$ cat src/rtl/spi_pkg.sv
// spi_pkg: shared SPI frame width, FSM states and synchronizer output modes
package spi_pkg;
  localparam int SPI_FRAME_W = 12;
  localparam int SYNC_LEVEL = 0;
  localparam int SYNC_RISE = 1;
  localparam int SYNC_FALL = 2;
  typedef enum logic [1:0] {IDLE, SKIP, SHIFT, TAIL} spi_state_e;
endpackage

$ cat src/rtl/spi_sync_edge.sv
// spi_sync_edge: multi-stage pin synchronizer emitting the level or a rise/fall pulse
module spi_sync_edge
  import spi_pkg::*;
#(
  parameter int SYNC_STAGES = 2,
  parameter int MODE = SYNC_LEVEL,
  parameter logic RST_VAL = 1'b0
) (
  input  logic clk,
  input  logic rst_n,
  input  logic d,
  output logic q
);
  logic [SYNC_STAGES-1:0] chain;
  always_ff @(posedge clk or negedge rst_n)
    if (!rst_n) chain <= {SYNC_STAGES{RST_VAL}};
    else chain <= {chain[SYNC_STAGES-2:0], d};
  generate
    if (MODE == SYNC_LEVEL) begin : g_level
      assign q = chain[SYNC_STAGES-1];
    end else begin : g_edge
      logic prev;
      always_ff @(posedge clk or negedge rst_n)
        if (!rst_n) prev <= RST_VAL;
        else prev <= chain[SYNC_STAGES-1];
      assign q = (MODE == SYNC_RISE) ? chain[SYNC_STAGES-1] & ~prev : ~chain[SYNC_STAGES-1] & prev;
    end
  endgenerate
endmodule

$ cat src/rtl/spi_slave_rx.sv
// spi_slave_rx: oversampled SPI frame receiver with a one-entry valid/ready output buffer
module spi_slave_rx
  import spi_pkg::*;
#(
  parameter int DATA_W = SPI_FRAME_W,
  parameter int SYNC_STAGES = 2,
  parameter int LEAD_SKIP = 1
) (
  input  logic              clk,
  input  logic              rst_n,
  input  logic              cs,
  input  logic              sclk,
  input  logic              mosi,
  output logic [DATA_W-1:0] dout,
  output logic              dout_valid,
  input  logic              dout_ready,
  output logic              frame_err,
  output logic              overrun,
  output logic              busy
);
  localparam int BW = $clog2(DATA_W + 1);
  localparam int SKW = $clog2(LEAD_SKIP + 2);
  spi_state_e state;
  logic cs_s, mosi_s, sclk_fall, done;
  logic [DATA_W-1:0] shreg;
  logic [BW-1:0] bit_cnt;
  logic [SKW-1:0] skip_cnt;
  spi_sync_edge #(.SYNC_STAGES(SYNC_STAGES), .MODE(SYNC_LEVEL), .RST_VAL(1'b1)) u_cs (
    .clk(clk), .rst_n(rst_n), .d(cs), .q(cs_s)
  );
  spi_sync_edge #(.SYNC_STAGES(SYNC_STAGES), .MODE(SYNC_FALL), .RST_VAL(1'b0)) u_sclk (
    .clk(clk), .rst_n(rst_n), .d(sclk), .q(sclk_fall)
  );
  spi_sync_edge #(.SYNC_STAGES(SYNC_STAGES), .MODE(SYNC_LEVEL), .RST_VAL(1'b0)) u_mosi (
    .clk(clk), .rst_n(rst_n), .d(mosi), .q(mosi_s)
  );
  always_ff @(posedge clk or negedge rst_n)
    if (!rst_n) begin
      state <= IDLE;
      shreg <= '0;
      bit_cnt <= '0;
      skip_cnt <= '0;
      done <= 1'b0;
      frame_err <= 1'b0;
    end else begin
      done <= 1'b0;
      frame_err <= 1'b0;
      case (state)
        IDLE: begin
          bit_cnt <= '0;
          skip_cnt <= '0;
          if (!cs_s) state <= (LEAD_SKIP == 0) ? SHIFT : SKIP;
        end
        SKIP:
          if (cs_s) begin
            state <= IDLE;
            frame_err <= 1'b1;
          end else if (sclk_fall) begin
            skip_cnt <= skip_cnt + SKW'(1);
            if (skip_cnt == SKW'(LEAD_SKIP - 1)) state <= SHIFT;
          end
        SHIFT:
          if (cs_s) begin
            state <= IDLE;
            frame_err <= 1'b1;
          end else if (sclk_fall) begin
            shreg <= {shreg[DATA_W-2:0], mosi_s};
            bit_cnt <= bit_cnt + BW'(1);
            if (bit_cnt == BW'(DATA_W - 1)) begin
              state <= TAIL;
              done <= 1'b1;
            end
          end
        TAIL: if (cs_s) state <= IDLE;
        default: state <= IDLE;
      endcase
    end
  always_ff @(posedge clk or negedge rst_n)
    if (!rst_n) begin
      dout <= '0;
      dout_valid <= 1'b0;
      overrun <= 1'b0;
    end else begin
      overrun <= done & dout_valid & ~dout_ready;
      if (done && (!dout_valid || dout_ready)) begin
        dout <= shreg;
        dout_valid <= 1'b1;
      end else if (dout_ready) dout_valid <= 1'b0;
    end
  assign busy = state != IDLE;
endmodule

$ cat config.mk
export PLATFORM = sky130hd
export DESIGN_NAME = spi_slave_rx
export DESIGN_NICKNAME = d
export VERILOG_FILES = /design/src/rtl/spi_pkg.sv /design/src/rtl/spi_sync_edge.sv /design/src/rtl/spi_slave_rx.sv
export SDC_FILE = /design/constraint.sdc
export NUM_CORES = 1
export LEC_CHECK = 0
export ABC_AREA = 1
export CORE_MARGIN = 8
export CORE_UTILIZATION = 45
export DETAILED_ROUTE_END_ITERATION = 7
export GPL_TIMING_DRIVEN = 0
export PLACE_DENSITY = 0.69
export SLEW_MARGIN = 0
export SYNTH_ARGS = -nofsm -noshare
export SYNTH_HDL_FRONTEND = slang
export SYNTH_SLANG_ARGS = --single-unit
$ cat constraint.sdc
create_clock -name clk -period 1.2 [get_ports clk]
set_input_delay 0.24 -clock clk [delete_from_list [all_inputs] [get_ports clk]]
set_output_delay 0.24 -clock clk [all_outputs]
set_load 0.01 [all_outputs]
=== Word level (Yosys, flattened, before mapping) ===
Index checks and enable logic that the tools add are counted.

* Flip-flop bits (word level): 43
* Input bits: 6
* Output and inout port bits: 16
* Logic and storage cells: 72

* Add/subtract/negate cells: 2
* Equal/unequal tests: 14
* Multiplexer cells: 23
* Bitwise logic cells: 6
* Reductions and logical operators: 14

{| class="wikitable"
|+ Operators by type and width
! cell !! number
|-
| $mux W2 || 10
|-
| $ne A3 B2 Y1 const B || 4
|-
| $ne A2 B2 Y1 const B || 5
|-
| $reduce_and A3 Y1 || 3
|-
| $mux W1 || 8
|-
| $mux W4 || 2
|-
| $pmux W2 S4 || 1
|-
| $pmux W4 S2 || 1
|-
| $reduce_bool A2 Y1 || 4
|-
| $reduce_and A6 Y1 || 1
|-
| $add A4 B1 Y4 const B || 1
|-
| $eq A2 B2 Y1 const B || 2
|-
| $eq A4 B4 Y1 const B || 1
|-
| $logic_not A2 Y1 || 2
|-
| $pmux W2 S2 || 1
|-
| $and A1 B1 Y1 || 3
|-
| $not A1 Y1 || 3
|-
| $add A2 B1 Y2 const B || 1
|-
| $eq A2 B1 Y1 const B || 1
|-
| $ne A2 B1 Y1 const B || 1
|-
| $reduce_or A2 Y1 || 1
|-
| $logic_and A1 B1 Y1 || 1
|-
| $logic_not A1 Y1 || 1
|-
| $logic_or A1 B1 Y1 || 1
|}

=== Depth between registers and ports, before layout ===
Gate-level depths: netlist (run 1).

* Word-level depth: 5
* Mapped depth: 10
* Gate-level depth less buffers: 10

=== Modules after synthesis ===
From an unflattened synthesis (run 1), not the netlist that was laid out.

* Cells, all modules: 180
* Area, all modules: 1,789.2 µm²

{| class="wikitable"
|+ By module, submodules not included
! module !! instances !! cells an instance !! area an instance (µm²)
|-
| spi_slave_rx || 1 || 171 || 1,601.5
|-
| spi_sync_edge at u_sclk || 1 || 5 || 85.1
|-
| spi_sync_edge at u_cs || 1 || 2 || 52.6
|-
| spi_sync_edge at u_mosi || 1 || 2 || 50.0
|}

=== Worst setup path before layout (run 1) ===
No wires, ideal clock.

* Kind: register -> register
* From: reg state[0]
* To: reg shreg[10]
* Data arrival time: 1.183 ns
* Required time: 1.083 ns
* Path slack: -0.100 ns
* Stages on the path, launching flop included: 9
* Buffers on the path: 1
* Cell sequence: dfrtp_1 -> inv_1 -> ha_1 -> nand2_4 -> inv_4 -> nand2_8 -> buf_8 -> nand2_1 -> o21ai_2

* Word-level cells in the longest chain between the ends: 2

{| class="wikitable"
|+ Ends and longest elaborated chain
! item !! line !! text
|-
| from (decl) || spi_slave_rx.sv:23 || <nowiki>spi_state_e state;</nowiki>
|-
| from (signal assigned) || spi_slave_rx.sv:52 || <nowiki>if (!cs_s) state <= (LEAD_SKIP == 0) ? SHIFT : SKIP;</nowiki>
|-
| $eq A2 B2 Y1 || spi_slave_rx.sv:48 || <nowiki>case (state)</nowiki>
|-
| $reduce_and A3 Y1 (no source line) || - ||
|-
| to (signal assigned) || spi_slave_rx.sv:67 || <nowiki>shreg <= {shreg[DATA_W-2:0], mosi_s};</nowiki>
|-
| to (decl) || spi_slave_rx.sv:25 || <nowiki>logic [DATA_W-1:0] shreg;</nowiki>
|}

No other way between the ends.
A chain may end at the register's enable or synchronous reset.

=== Worst setup path after layout (run 1) ===
* From: reg state[0]
* To: reg shreg[9]

Same word-level chain as after synthesis.

==> results of run 1 <==
## kinds of logic (layout without fill, tap and decap cells)
| group | after synthesis | after routing | synth area share |
|---|---|---|---|
| compound gates | 27 | 27 | 0.0970 |
| xor+xnor | 1 | 1 | 0.00471 |
| fa+ha+maj | 7 | 7 | 0.0471 |
| buf+inv | 33 | 72 | 0.0842 |
| flops | 43 | 43 | 0.580 |
| simple gates | 75 | 76 | 0.187 |
## cells in the final DEF, fill, tap and decap left out, types with 2 or more instances in the layout
cell	count
sky130_fd_sc_hd__dfrtp_1	40
sky130_fd_sc_hd__nand2_1	38
sky130_fd_sc_hd__inv_1	22
sky130_fd_sc_hd__nand2_2	13
sky130_fd_sc_hd__o21ai_2	12
sky130_fd_sc_hd__buf_4	8
sky130_fd_sc_hd__o21ai_0	8
sky130_fd_sc_hd__clkdlybuf4s15_1	8
sky130_fd_sc_hd__nor2_1	6
sky130_fd_sc_hd__o21ai_1	6
sky130_fd_sc_hd__clkbuf_2	6
sky130_fd_sc_hd__inv_2	5
sky130_fd_sc_hd__nand3_1	5
sky130_fd_sc_hd__nor2_4	5
sky130_fd_sc_hd__clkbuf_8	5
sky130_fd_sc_hd__ha_1	4
sky130_fd_sc_hd__clkdlybuf4s50_1	4
sky130_fd_sc_hd__nand2_4	3
sky130_fd_sc_hd__buf_12	3
sky130_fd_sc_hd__ha_4	3
sky130_fd_sc_hd__buf_6	3
sky130_fd_sc_hd__nand3_2	2
sky130_fd_sc_hd__nand4_1	2
sky130_fd_sc_hd__dfstp_2	2
## where the power goes
group | total [mW] | internal, mW | switching, mW
clock | 0.903 | 0.407 | 0.496
sequential | 1.62 | 1.56 | 0.0605
combinational | 1.28 | 0.585 | 0.700
## worst max-delay path: stages, from the launching register on
cell and delay (ps):
sky130_fd_sc_hd__dfrtp_1 400, sky130_fd_sc_hd__inv_2 80, sky130_fd_sc_hd__buf_6 100, sky130_fd_sc_hd__ha_4 150, sky130_fd_sc_hd__nand2_4 80, sky130_fd_sc_hd__inv_6 80
sky130_fd_sc_hd__nand2_8 70, sky130_fd_sc_hd__buf_12 160, sky130_fd_sc_hd__nand2_2 60, sky130_fd_sc_hd__o21ai_2 50
## worst max-delay path by stage
stage | startpoint | to | slack, ps | cells past startpoint
after floorplan | state[1]$_DFFE_PN0P_ | skip_cnt[0]$_DFFE_PN0P_ | -30 | 7
after CTS | state[1]$_DFFE_PN0P_ | busy | -150 | 4
final | state[0]$_DFFE_PN0P_ | shreg[9]$_DFFE_PN0P_ | -150 | 9
after global placement | rst_n | frame_err$_DFF_PN0_ | -1190 | 1
after detailed placement | state[1]$_DFFE_PN0P_ | busy | -320 | 4
after global routing | state[0]$_DFFE_PN0P_ | state[1]$_DFFE_PN0P_ | -210 | 10
## per-stage QoR
stage / power [mW] / setup WS (ps) / hold WS, ps / std cells
floorplan: 2.38 / -25.9 / -55.6 / 186
global placement: 2.62 / -1190 / 333 / 257
detailed placement: 2.63 / -323 / 138 / 258
CTS: 3.72 / -150 / 338 / 275
global route: 4.04 / -214 / 330 / 276
finish: 3.81 / -151 / 343 / 276
## flip-flops by register name, summed over array words and instances, names as in the netlist, 2 cells and up
| signal | count |
|---|---|
| bit_cnt | 4 |
| dout | 12 |
| shreg | 12 |
| skip_cnt | 2 |
| state | 2 |
| u_cs.chain | 2 |
| u_mosi.chain | 2 |
| u_sclk.chain | 2 |
## cell type report
cell class                 count  area (um^2)
clock buffer                   6         72.6
timing repair buffer          31          273
sequential                    43         1080
multi-input combinational    111          737
inverter                      29          116
tap                           50         62.6
buffer                         4         55.1
clock inverter                 2         12.5
fill                         346         1590
## routing by layer
| layer | GRT usage | vias to the layer above | share of wire |
|---|---|---|---|
| met4 | 0.0655 | 0 | 0.021 |
| met2 | 0.195 | 19 | 0.47 |
| met3 | 0.0357 | 5 | 0.039 |
| met5 | 0 | - | 0 |
| li1 | - | 659 | - |
| met1 | 0.140 | 610 | 0.47 |
## timing repair
action                     4_1_cts  5_1_grt
cloned                           1        0
gates resized for setup         47       20
hold buffers                     1        0
hold endpoints to repair        11        0
pin swaps                        4        0
setup endpoints to repair       37       35
setup buffers                    8        1
==> Flow_metrics.wiki, run 1 <==
{| class="wikitable"
! Metric !! Value
|-
| Worst Slack Setup Final || -151 ps
|-
| Maximum buffer depth of the clock tree || 2
|-
| Row cnt || 23
|-
| Number of maximum-capacitance constraint violations || 0
|-
| Final setup viols || 22
|-
| Final sum of negative setup slack || -2510 ps
|-
| Starting DRC count in detailed routing || 47
|-
| Via count of the routed design || 1293
|-
| Worst-skew pair later-pin latency || 300 ps
|-
| Asr flop ratio synth || 1.00
|-
| Initial antenna violation count || 0
|-
| Wire length of the first global-routing pass || 5940 um
|-
| Required time of the critical path || 1390 ps
|-
| Placer Congestion || 0.757
|-
| Most instantiated library cell after synthesis || sky130_fd_sc_hd__nand2_1
|-
| Util after Layout || 0.602
|-
| Startpoint type of the worst setup path || flip-flop
|-
| Synth Flop Type || sky130_fd_sc_hd__dfrtp_1
|-
| Highest attainable clock frequency || 0.740 GHz
|-
| Minimum clock period after layout || 1350 ps
|-
| Syn Nets || 199
|-
| Most numerous cell types in the synthesized netlist || sky130_fd_sc_hd__nand2_1, sky130_fd_sc_hd__dfrtp_1, sky130_fd_sc_hd__inv_1, sky130_fd_sc_hd__o21ai_2
|-
| CTS tree || done
|-
| Top cell type by total area after synthesis || sky130_fd_sc_hd__dfrtp_1
|-
| WL final || 3520 um
|-
| Worst Reg2Reg Path Length in Cells || 9
|-
| Number of global-route vias before repair || 1331
|-
| Port Buffer Count || 21
|-
| Critical path class || flip-flop to flip-flop
|-
| Tightest slew margin relative to the limit || 0.808
|-
| Number of enable flip-flop cells after synthesis || 0
|-
| Cell Pwr Density || 1580 nW/um^2
|-
| Setup slack on the worst flop-to-flop path || -150 ps
|-
| Post-synthesis register bit count || 43
|-
| Cell area after technology mapping || 1860 um^2
|-
| Global route overflow || 0
|-
| Fin. Hold Viols || 0
|-
| Number of antenna-violating nets in the routed design || 0
|-
| Worst hold-check path type || primary input to asynchronous set/reset pin
|-
| Vias per cell || 4.68
|-
| Sinks on the clock net || 43
|-
| Worst flop-to-flop path endpoint || shreg[9]$_DFFE_PN0P_
|-
| First-pass iteration count of the detailed router || 4
|-
| Share of Yosys cell area claimed by the top area cell type || 0.552
|-
| Global-route usage over all layers || 0.120
|-
| Violated checks || negative setup slack
|-
| Average wire length per cell after detail routing || 12.7 um
|-
| Initial Utilization || 0.464
|-
| Pin count of the biggest net entering global routing || 33
|-
| Register area share after synthesis || 0.580
|-
| Distinct cell type count after synthesis || 26
|-
| Estimated wirelength of the detail-placed design || 2260 um
|-
| Number of warnings issued by yosys || 0
|-
| Final Skew || 5.59 ps
|-
| Max-slew violation total from the final report || 0
|-
| Layout cells sized above 1 || 0.345
|-
| Critical path fanouts, max || 10
|-
| Setup repair after global routing missed its margin || yes
|-
| Core area || 4000 um^2
|-
| Layout overhead on the synthesized area || 29.6%
|-
| Height of the chip || 80.3 um
|-
| Instance count of the mapped netlist || 186
|-
| Post-detailed-placement cell area || 2190 um^2
|-
| Worst slew pin tran || 288 ps
|-
| VDD IR-drop max || 0.974 mV
|-
| Antenna cells || 0
|-
| H-tree depth || 2
|-
| Residual DRC || 0
|-
| Arrival time at the worst endpoint || 1540 ps
|-
| Number of clock buffers inserted by TritonCTS || 5
|-
| Top area cells in the synthesized netlist || sky130_fd_sc_hd__dfrtp_1, sky130_fd_sc_hd__nand2_1, sky130_fd_sc_hd__o21ai_2
|-
| Total leakage power || 1.16 nW
|-
| Net count, final || 238
|-
| Kind of end point of the critical path || flip-flop
|-
| Clock transition at the registers of the reported paths || 80 ps
|-
| Root buffer cell || sky130_fd_sc_hd__clkbuf_8
|-
| Final critical-path share of the clock period || 1.13
|-
| IO Pins || 22
|-
| Status || finished with violations
|-
| Full die area || 6440 um^2
|-
| Width of the die || 80.3 um
|-
| Reg2reg start || state[0]$_DFFE_PN0P_
|-
| Total non-filler cell area in the finished layout || 2410 um^2
|-
| Mean instance size in the synthesized netlist || 9.99 um^2
|}
No activity file was read; power rests on OpenSTA's default activity.
==> inputs of run 2 (changes only) <==
Settings changed: GPL_TIMING_DRIVEN 0 to unset.
==> run 2 against run 1 <==
The run still ends with negative setup slack left. Via count decreased by 1.1%. Flip-flop and latch count is the same. Global-route usage shrank 1.1 points.
==> Flow_metrics.wiki, run 2 (synthesized netlist as in run 1, its figures left out) <==
{| class="wikitable"
! Metric !! Value
|-
| Status || finished with violations
|-
| Violated checks || negative setup slack
|-
| Part of the power in registers || 0.401
|-
| Net switching power figure || 1.33 mW
|-
| Worst slew pin tran || 222 ps
|-
| Min Hold Slack || 350 ps
|-
| VDD IR-drop max || 0.976 mV
|-
| Initial Utilization || 0.464
|-
| Placer Congestion || 0.813
|-
| Clock transition at the registers of the reported paths || 80 ps
|-
| Average wire length per cell after detail routing || 11.5 um
|-
| Critical path fanouts, max || 12
|-
| Kind of end point of the critical path || flip-flop
|-
| Final setup viols || 22
|-
| Full die area || 6440 um^2
|-
| WL final || 3220 um
|-
| Startpoint type of the worst setup path || flip-flop
|-
| Row cnt || 23
|-
| Maximum buffer depth of the clock tree || 2
|-
| Vias per cell || 4.57
|-
| Number of clock buffers inserted by TritonCTS || 5
|-
| Number of maximum-capacitance constraint violations || 0
|-
| Worst-skew pair later-pin latency || 290 ps
|-
| Part of the power in the clock network || 0.219
|-
| Arrival time at the worst endpoint || 1540 ps
|-
| Minimum setup slack after placement || -186 ps
|-
| Largest registers ranked by flip-flop count || dout x12, shreg x12, bit_cnt x4
|-
| Estimated wirelength of the detail-placed design || 2260 um
|-
| Post-Layout Cell Count || 280
|-
| Critical path buffers and inverters || 4
|-
| Total non-filler cell area in the finished layout || 2520 um^2
|-
| Core area || 4000 um^2
|-
| Residual DRC || 0
|-
| Tightest slew margin relative to the limit || 0.852
|-
| Setup slack on the worst flop-to-flop path || -150 ps
|-
| Via count of the routed design || 1279
|-
| Layout cells sized above 1 || 0.357
|-
| Global route overflow || 0
|-
| Highest attainable clock frequency || 0.741 GHz
|-
| Proportion of power drawn by combinational gates || 0.380
|-
| Reg2reg start || state[0]$_DFFE_PN0P_
|-
| Leading cell types in the layout, fill and taps excluded || sky130_fd_sc_hd__dfrtp_1, sky130_fd_sc_hd__nand2_1, sky130_fd_sc_hd__inv_1
|-
| Launching element of the worst setup path || state[0]$_DFFE_PN0P_
|-
| Final critical-path share of the clock period || 1.13
|-
| Total placed cells including tap cells || 266
|-
| Root buffer cell || sky130_fd_sc_hd__clkbuf_8
|-
| Cell Pwr Density || 1600 nW/um^2
|-
| Net count, final || 242
|-
| Width of the die || 80.3 um
|-
| Maximum single-stage delay on the critical path || 390 ps
|-
| Height of the chip || 80.3 um
|-
| Layout overhead on the synthesized area || 35.8%
|-
| Startpoint of the lowest-slack hold path || cs
|-
| Number of antenna-violating nets in the routed design || 0
|-
| Post-detailed-placement cell area || 2270 um^2
|-
| Post-route met1 wirelength || 1450 um
|-
| Internal power consumption || 2.70 mW
|-
| First-pass iteration count of the detailed router || 4
|-
| Minimum clock period after layout || 1350 ps
|-
| Most common library cell in the layout ignoring fill and taps || sky130_fd_sc_hd__dfrtp_1
|-
| Initial antenna violation count || 0
|-
| Final Skew || 7.45 ps
|-
| Sum of met2 wire segment lengths after detailed routing || 1600 um
|-
| Cell type group with the largest total delay on the critical path || buffers and inverters
|-
| Cell at the slowest stage of the critical path || sky130_fd_sc_hd__dfrtp_1
|-
| Highest metal layer used by the detailed router || met4
|-
| Worst hold-check path type || primary input to flip-flop
|-
| Pin count of the biggest net entering global routing || 44
|-
| Setup repair after global routing missed its margin || yes
|-
| Final Total Pwr || 4.03 mW
|-
| Fin. Hold Viols || 0
|-
| Port Buffer Count || 21
|-
| Sinks on the clock net || 43
|-
| Detailed-routed wire length on met3 || 126 um
|-
| Total leakage power || 1.19 nW
|-
| H-tree depth || 2
|-
| Worst Slack Setup Final || -150 ps
|-
| Global-route usage over all layers || 0.109
|-
| Critical path class || flip-flop to flip-flop
|-
| Required time of the critical path || 1390 ps
|-
| Util after Layout || 0.631
|-
| CTS tree || done
|-
| Wire length of the first global-routing pass || 5540 um
|-
| Max-slew violation total from the final report || 0
|-
| Final sum of negative setup slack || -2500 ps
|-
| Cell-by-cell trace of the critical path || inv_2, buf_6, ha_4, nand2_4, inv_4, nand2_8, buf_12, nand2_2, o21ai_2
|-
| IO Pins || 22
|-
| Starting DRC count in detailed routing || 54
|-
| Antenna cells || 0
|-
| Net switching share of the total power || 0.330
|-
| Number of global-route vias before repair || 1267
|}
[run 2: cell type report]
cell class	instances	area [um^2]
clock inverter	2	12.5
inverter	29	116
multi-input combinational	110	766
sequential	43	1080
tap	50	62.6
timing repair buffer	40	414
fill	335	1480
clock buffer	6	72.6
[run 2: power groups by stage]
stage / Clock (mW) / Sequential [mW] / Combinational, mW
4_1_cts: 0.925 / 1.61 / 1.38
3_5_place_dp: 0 / 1.64 / 1.18
2_1_floorplan: 0 / 1.67 / 0.709
5_1_grt: 0.964 / 1.63 / 1.70
3_3_place_gp: 0 / 1.64 / 1.13
6_report: 0.882 / 1.62 / 1.53
[run 2: final timing paths]
kind                                                  end  cells after the start
worst max-delay path                 shreg[8]$_DFFE_PN0P_                      9
max in group asynchronous         u_cs.chain[0]$_DFF_PN1_                      3
worst min-delay path              u_cs.chain[0]$_DFF_PN1_                      1
min in group asynchronous             dout[6]$_DFFE_PN0P_                      3
worst min register to register  u_mosi.chain[1]$_DFF_PN0_                      0
worst max register to register       shreg[8]$_DFFE_PN0P_                      9
[run 2: per-layer routing]
layer / up-vias / global-route usage
li1: 661 / -
met1: 593 / 0.133
met2: 20 / 0.174
met3: 5 / 0.0391
met4: 0 / 0.0382
met5: - / 0
[run 2: repair_timing]
item / 4_1_cts / 5_1_grt
hold buffers: 1 / 0
endpoints found under the setup margin: 37 / 24
pin swaps: 7 / 5
endpoints found under the hold margin: 41 / 0
resized for setup: 52 / 15
setup buffers: 2 / 3
==> RTL edit, RTL diff (flow settings as in run 1) <==
The package constant `SPI_FRAME_W` goes from 12 to 6.
--- a/src/rtl/spi_pkg.sv
+++ b/src/rtl/spi_pkg.sv
@@ -1,6 +1,6 @@
 // spi_pkg: shared SPI frame width, FSM states and synchronizer output modes
 package spi_pkg;
-  localparam int SPI_FRAME_W = 12;
+  localparam int SPI_FRAME_W = 6;
   localparam int SYNC_LEVEL = 0;
   localparam int SYNC_RISE = 1;
   localparam int SYNC_FALL = 2;
Ports: changed (resized dout); port bits go from 22 to 16. The function was not compared with the original's and may differ.
==> RTL edit against run 1 <==
The run still ends with setup timing left; cell area fell by 26%; via count fell by 24%; sequential share of layout area fell by 2.6 points; worst setup slack got worse by 0.016 ns; total power fell by 11%; clock power fell by 9.6%; sequential cell count fell by 13; first-iteration DRC count fell by 21%; synthesized area fell by 29%; routed wire length fell by 27%; largest cell class unchanged; highest routed layer unchanged.
==> RTL edit: results (changes against run 1) <==
----------------------------------------------------
[Run status]
  Run status ... finished, violations left
  Violated checks ... setup timing

[Pwr]
  Peak supply drop ... 1.35 mV (+39%)

[Logic synthesis]
  Sequential fraction of the synthesis area ... 0.570 (-0.0104)
  Average size of a mapped cell ... 9.86 um^2 (-1.3%)
  Compound-gate portion of the synthesized area ... 0.0758 (-0.0212)

[Clock tree]
  Cells resized by post-CTS repair ... 45 (-4.3%)
  Number of buffers inserted to repair setup after CTS ... 5 (-3)

[STA]
  Final setup fails ... 14 (-36%)
  PnR worst setup slack ... -0.167 ns (-0.0163 ns)

[Global routing]
  Met2 usage ... 0.185 (-0.0101)
  Pin count of the biggest net entering global routing ... 31 (-6.1%)
  Gr usage total ... 0.108 (-0.0122)

[Finish]
  Share of final-layout standard cells stronger than drive strength 1 ... 0.425 (+0.0800)
  Final non-filler cell total ... 198 (-28%)
  Biggest registers after layout ... dout: 6 flops, shreg: 6 flops, bit_cnt: 3 flops

[Drt]
  Total length of routed wires ... 2.58 mm (-27%)
  Drt initial violations ... 37 (-21%)
  Wire length on met1 ... 1.05 mm (-37%)
  Total number of vias ... 978 (-24%)

[Placement]
  Minimum setup slack after placement ... -0.581 ns (-0.258 ns)
  Weighted congestion at the end of routability-driven global placement ... 0.772 (+2.0%)
  Placed cell area ... 0.00153 mm^2 (-30%)
  HPWL Detailed ... 1.59 mm (-30%)

[Worst setup path]
  Critical path endpoint ... state[0]
  Maximum fanout count along the critical path ... 4 (-6)

----------------------------------------------------
==> RTL edit: cell types whose count changed after synthesis, sizes merged <==
cell,run 1,this run
clkbuf,1,0
nand4,2,0
o21ai,26,12
nand2,54,40
xor2,1,0
o22ai,0,1
ha,7,8
dfrtp,41,28
nor2,11,10
buf,3,2
a21oi,1,3
inv,29,20
==> RTL edit: critical path: cells and delay by family (launching register included) <==
family	cells	cell delay, ns
simple gates	6	0.41
buf+inv	3	0.30
flops	1	0.37
fa+ha+maj	1	0.17
==> RTL edit: area by class of cell <==
class,count,area (um^2)
multi-input cells,82,598
flip-flops and latches,30,753
well taps,31,38.8
inverters,20,77.6
plain buffers,2,20.0
fillers,220,997
clock buffers,6,51.3
clock inverters,1,30.0
repair buffers,26,215
==> RTL edit: where the power goes <==
part	internal (mW)	switching [mW]	leakage [nW]	total, mW
registers	1.13	0.0883	0.395	1.22
clock network	0.485	0.332	0.0443	0.816
logic	0.619	0.730	0.508	1.35
total	2.24	1.15	0.948	3.39
